`config.mk`:
```
export PLATFORM = sky130hd
export DESIGN_NAME = dmem_arbiter
export DESIGN_NICKNAME = d
export VERILOG_FILES = /design/src/rtl/dmem_arbiter.sv
export SDC_FILE = /design/constraint.sdc
export NUM_CORES = 1
export LEC_CHECK = 0
export CAP_MARGIN = 20
export CORE_UTILIZATION = 35
export CTS_CLUSTER_SIZE = 8
export DETAILED_ROUTE_END_ITERATION = 12
export GPL_TIMING_DRIVEN = 0
export MAX_ROUTING_LAYER = met4
export PLACE_DENSITY = 0.85
export SYNTH_ARGS = -nofsm -noshare
export SYNTH_HDL_FRONTEND = slang
export SYNTH_SLANG_ARGS = --single-unit
export TNS_END_PERCENT = 50
```
`constraint.sdc`:
```
create_clock -name clk_i -period 3.6 [get_ports clk_i]
set_input_delay 0.72 -clock clk_i [delete_from_list [all_inputs] [get_ports clk_i]]
set_output_delay 0.72 -clock clk_i [all_outputs]
set_load 0.03 [all_outputs]
```
`src/rtl/dmem_arbiter.sv`:
```
// Two-port round-robin arbiter and access sequencer for the word-addressed data memory.
// Each accepted request runs IDLE -> ACCESS -> RESP (or IDLE -> RESP on an address error).
module dmem_arbiter #(
  parameter int REG_SIZE       = 32,
  parameter int MEM_SIZE_IN_KB = 1
) (
  input  logic                clk_i,
  input  logic                rst_ni,

  input  logic                req0_valid_i,
  output logic                req0_ready_o,
  input  logic                req0_we_i,
  input  logic [REG_SIZE-1:0] req0_addr_i,
  input  logic [3:0]          req0_mask_i,
  input  logic [REG_SIZE-1:0] req0_wdata_i,
  output logic                rsp0_valid_o,
  output logic [REG_SIZE-1:0] rsp0_rdata_o,
  output logic                rsp0_err_o,

  input  logic                req1_valid_i,
  output logic                req1_ready_o,
  input  logic                req1_we_i,
  input  logic [REG_SIZE-1:0] req1_addr_i,
  input  logic [3:0]          req1_mask_i,
  input  logic [REG_SIZE-1:0] req1_wdata_i,
  output logic                rsp1_valid_o,
  output logic [REG_SIZE-1:0] rsp1_rdata_o,
  output logic                rsp1_err_o,

  output logic                mem_cs_o,
  output logic                mem_we_o,
  output logic [3:0]          mem_mask_o,
  output logic [REG_SIZE-1:0] mem_addr_o,
  output logic [REG_SIZE-1:0] mem_wdata_o,
  input  logic [REG_SIZE-1:0] mem_rdata_i
);

  localparam int NO_OF_REGS = MEM_SIZE_IN_KB * 1024 / 4;

  typedef enum logic [1:0] {IDLE, ACCESS, RESP} state_t;

  state_t              state;
  state_t              state_next;

  logic                last_grant;
  logic                grant0;
  logic                grant1;
  logic                handshake;

  logic                sel_we;
  logic [REG_SIZE-1:0] sel_addr;
  logic [3:0]          sel_mask;
  logic [REG_SIZE-1:0] sel_wdata;
  logic                sel_err;

  logic                port_p0;
  logic                we_p0;
  logic                err_p0;
  logic [3:0]          mask_p0;
  logic [REG_SIZE-1:0] word_p0;
  logic [REG_SIZE-1:0] wdata_p0;
  logic [REG_SIZE-1:0] rdata_p1;

  logic                rsp0_vld;
  logic                rsp1_vld;

  // Misaligned or beyond the last word; no modular wrap of high addresses.
  function automatic logic addr_err(input logic [REG_SIZE-1:0] addr);
    logic [REG_SIZE-1:0] word;
    word     = addr >> 2;
    addr_err = (addr[1:0] != 2'b00) || (word >= REG_SIZE'(NO_OF_REGS));
  endfunction

  // Tie goes to the port not granted last.
  always_comb begin
    grant0 = 1'b0;
    grant1 = 1'b0;
    if (state == IDLE) begin
      if (req0_valid_i && (!req1_valid_i || last_grant))
        grant0 = 1'b1;
      else if (req1_valid_i)
        grant1 = 1'b1;
    end
  end

  assign handshake    = grant0 | grant1;
  assign req0_ready_o = grant0 & rst_ni;
  assign req1_ready_o = grant1 & rst_ni;

  always_comb begin
    sel_we    = grant1 ? req1_we_i    : req0_we_i;
    sel_addr  = grant1 ? req1_addr_i  : req0_addr_i;
    sel_mask  = grant1 ? req1_mask_i  : req0_mask_i;
    sel_wdata = grant1 ? req1_wdata_i : req0_wdata_i;
    sel_err   = addr_err(sel_addr);
  end

  always_ff @(posedge clk_i or negedge rst_ni) begin
    if (!rst_ni) state <= IDLE;
    else         state <= state_next;
  end

  always_comb begin
    state_next = state;
    unique case (state)
      IDLE:    if (handshake) state_next = sel_err ? RESP : ACCESS;
      ACCESS:  state_next = RESP;
      RESP:    state_next = IDLE;
      default: state_next = IDLE;
    endcase
  end

  always_comb begin
    mem_cs_o   = 1'b1;
    mem_we_o   = 1'b0;
    mem_mask_o = 4'b0000;
    rsp0_vld   = 1'b0;
    rsp1_vld   = 1'b0;
    unique case (state)
      ACCESS: begin
        mem_cs_o   = 1'b0;
        mem_we_o   = we_p0;
        mem_mask_o = mask_p0;
      end
      RESP: begin
        rsp0_vld = ~port_p0;
        rsp1_vld = port_p0;
      end
      default: ;
    endcase
  end

  always_ff @(posedge clk_i or negedge rst_ni) begin
    if (!rst_ni) last_grant <= 1'b1;
    else if (handshake) last_grant <= grant1;
  end

  // Stage p0: request captured at handshake; memory-side fields only change on good requests
  // so mem_addr_o and mem_wdata_o hold the last real access.
  always_ff @(posedge clk_i or negedge rst_ni) begin
    if (!rst_ni) begin
      port_p0  <= 1'b0;
      we_p0    <= 1'b0;
      err_p0   <= 1'b0;
      mask_p0  <= '0;
      word_p0  <= '0;
      wdata_p0 <= '0;
    end else if (handshake) begin
      port_p0 <= grant1;
      we_p0   <= sel_we;
      err_p0  <= sel_err;
      if (!sel_err) begin
        mask_p0  <= sel_mask;
        word_p0  <= {2'b00, sel_addr[REG_SIZE-1:2]};
        wdata_p0 <= sel_wdata;
      end
    end
  end

  // Stage p1: load data captured at the edge closing ACCESS.
  always_ff @(posedge clk_i or negedge rst_ni) begin
    if (!rst_ni)
      rdata_p1 <= '0;
    else if (handshake)
      rdata_p1 <= '0;
    else if (state == ACCESS && !we_p0)
      rdata_p1 <= mem_rdata_i;
  end

  assign mem_addr_o  = word_p0;
  assign mem_wdata_o = wdata_p0;

  assign rsp0_valid_o = rsp0_vld;
  assign rsp1_valid_o = rsp1_vld;
  assign rsp0_err_o   = rsp0_vld & err_p0;
  assign rsp1_err_o   = rsp1_vld & err_p0;
  assign rsp0_rdata_o = rsp0_vld ? rdata_p1 : '0;
  assign rsp1_rdata_o = rsp1_vld ? rdata_p1 : '0;

endmodule

```
==> impl_metrics.csv <==
group,metric,value,unit
synthesis,synth_edf_count,0,
clock_tree,cts_setup_buffers,0,
synthesis,netlist_instances,565,
place,post-place-ws,387,ps
pwr,leakage,3.66,nW
routing,dr_total_vias,5367,
synthesis,yosys-top-cells-area,"dfrtp_1 (51%), nand2_1 (12%), and2_1 (12%), a41oi_1 (7.6%), a21oi_1 (7.5%)",
sta,relSlewSlack,51.3,%
worst_hold_path,hp-class,"in2async",
global_route,grt_max_degree,55,
floorplanning,die_w,122,um
pwr,vdd_ir_drop_max,0.215,mV
synthesis,yosysWarnings,0,
setup_path,r2r_start,"state[0]",
final_layout,utilization,62.8,%
sta,fin_skew,8.49,ps
final_layout,nNetsFinal,1063,
sta,fin_tns_setup,0,ps
global_route,grt_overflow,0,
routing,drc_errors,0,
place,io_buffer_count,311,
clock_tree,clock-root-buffer,"clkbuf_16",
sta,tightest_slew,731,ps
sta,period_share,90.8,%
synthesis,ys_seq_area_share,51.5,%
sta,grt_setup_unrepaired,"no",
setup_path,critPathRequiredTime,2880,ps
routing,highest_layer,"met4",
sta,fin_crit,3270,ps
routing,wl_met1,7.78,mm
sta,hold_viol,0,
floorplanning,die_area,14900,sq um
floorplanning,core,14000,sq um
global_route,antenna_found_initial,0,
clock_tree,numCtsBuffers,9,
clock_tree,clkSinkCount,104,
synthesis,synth.distinct_cells,27,
routing,wirelength,18.6,mm
setup_path,critPathKind,"reg2out",
setup_path,crit_start,"state[0]",
clock_tree,tritoncts,"built",
clock_tree,path_clk_slew,70,ps
clock_tree,cts_buffer_depth,2,
clock_tree,htree_levels,3,
clock_tree,clk_latency,360,ps
synthesis,netlist_top_cells_count,"nand2_1 (161), dfrtp_1 (103), and2_1 (94)",
floorplanning,initial_utilization,36.2,%
setup_path,crit_path_max_fanout,10,
routing,drtAntennaViolNets,0,
synthesis,synthArstFlopShare,100,%
place,dp_hpwl,14.3,mm
clock_tree,hold_buffers,0,
routing,wl_met2,9.29,mm
routing,drt_iter0_drc,317,
floorplanning,io_pins,314,
final_layout,instances_no_fill,1074,
global_route,grt_pass1_wl,28.4,mm
setup_path,cp-end-kind,"output port",
synthesis,ys_ff_latch,104,
final_layout,syn2layout_area_growth,73.6,%
setup_path,critPathLaunchType,"flip-flop",
place,place_congestion,0.835,
routing,met3_length,1.30,mm
sta,fin_ws,330,ps
pwr,pwr_density_cell,321,nW/um^2
floorplanning,dieHeight,122,um
global_route,grt_usage,26.0,%
synthesis,synth.avg_cell_area,8.95,sq um
synthesis,synth_most_common_cell,"nand2_1",
final_layout,n_fill_cell,1191,
synthesis,ys.flop_type,"dfrtp_1",
synthesis,synth_top_area_cell,"dfrtp_1",
routing,wl_per_cell,17.3,um
sta,fmax,306,MHz
run,drv_cap,0,
sta,drv_slew,0,
sta,setup_viol,0,
final_layout,diodes,0,
setup_path,crit_arrival,2550,ps
final_layout,drive_above_1_share,4.59,%
place,dp_cells,1058,
status,status,"finished, final reports clean",
global_route,grt_pass1_vias,5374,
synthesis,synth_top_area_share,51.0,%
synthesis,synth_area,5060,sq um
routing,vias_per_cell,5.00,
routing,dr.pass1.iters,5,
floorplanning,std_cell_rows,43,
[cell type report]
cell class / instances / area, sq um / area share [%]
multi-input cells: 410 / 2180 / 24.9
clock inverters: 7 / 125 / 1.42
plain buffers: 49 / 268 / 3.05
well taps: 180 / 225 / 2.56
flip-flops and latches: 104 / 2600 / 29.7
clock buffers: 9 / 225 / 2.56
repair buffers: 312 / 3140 / 35.7
inverters: 3 / 11.3 / 0.128
[path summary, 6_finish.rpt]
| kind | end | slack [ps] | depth (start not counted) |
|---|---|---|---|
| setup / recovery | rsp0_rdata_o[22] | 330 | 4 |
| hold / removal | mem_wdata_o[24] | 410 | 1 |
| setup reg to reg | mem_addr_o[5] | 1140 | 5 |
| hold reg to reg | last_grant | 480 | 2 |
| max in group asynchronous | rdata_p1[13] | 2480 | 2 |
| min in group clk_i | last_grant | 480 | 2 |
[power breakdown]
| group | total (mW) | internal [mW] | switching [mW] |
|---|---|---|---|
| clock network | 1.16 | 0.689 | 0.468 |
| logic | 0.470 | 0.230 | 0.240 |
| registers | 1.19 | 1.18 | 0.0103 |
[routing by layer]
| layer | vias to the layer above | GRT usage, % |
|---|---|---|
| li1 | 2569 | - |
| met1 | 2531 | 31.6 |
| met2 | 251 | 43.2 |
| met3 | 16 | 5.16 |
| met4 | 0 | 8.23 |
| met5 | - | - |
[logic make-up after synthesis]
family / share of synthesized area [%]
other: 0.0741
and+or+nand+nor: 26.5
buffers and inverters: 5.52
AOI/OAI and AO/OA: 16.5
DFF: 51.5
[per-stage QoR]
stage	area, sq um	hold WS (ps)	total power [mW]
6_report	8780	408	2.82
4_1_cts	8780	431	2.84
2_1_floorplan	5060	424	1.38
5_1_grt	8780	461	2.93
3_3_place_gp	8400	464	1.68
3_5_place_dp	8430	467	1.68
[placed cells by master, fill, tap and decap left out, types with 4 or more instances in the layout]
| cell | netlist | layout |
|---|---|---|
| clkdlybuf4s50_1 | 0 | 310 |
| nand2_1 | 161 | 161 |
| dfrtp_1 | 103 | 103 |
| and2_1 | 94 | 94 |
| a21oi_1 | 76 | 76 |
| a41oi_1 | 44 | 44 |
| clkbuf_1 | 31 | 31 |
| nor4_1 | 12 | 12 |
| buf_6 | 9 | 9 |
| clkbuf_16 | 0 | 9 |
| buf_2 | 7 | 7 |
| o21ai_0 | 4 | 4 |
[sequential cells by signal, summed over array words and instances (netlist names)]
signal	flops
err_p0	1
last_grant	1
mask_p0	4
mem_addr_o	30
mem_wdata_o	32
port_p0	1
rdata_p1	32
state	2
we_p0	1
[repair_timing]
| action | CTS | global route |
|---|---|---|
| endpoints found under the hold margin | 0 | 0 |
| resized for setup | 0 | 1 |
| setup endpoints to repair | 0 | 20 |
[critical path: stages, from the launching register on]
cell	delay, ps
dfrtp_1	440
nor3b_2	490
clkbuf_1	360
and2_1	200
clkdlybuf4s50_1	700
No activity file was read; power rests on OpenSTA's default activity.
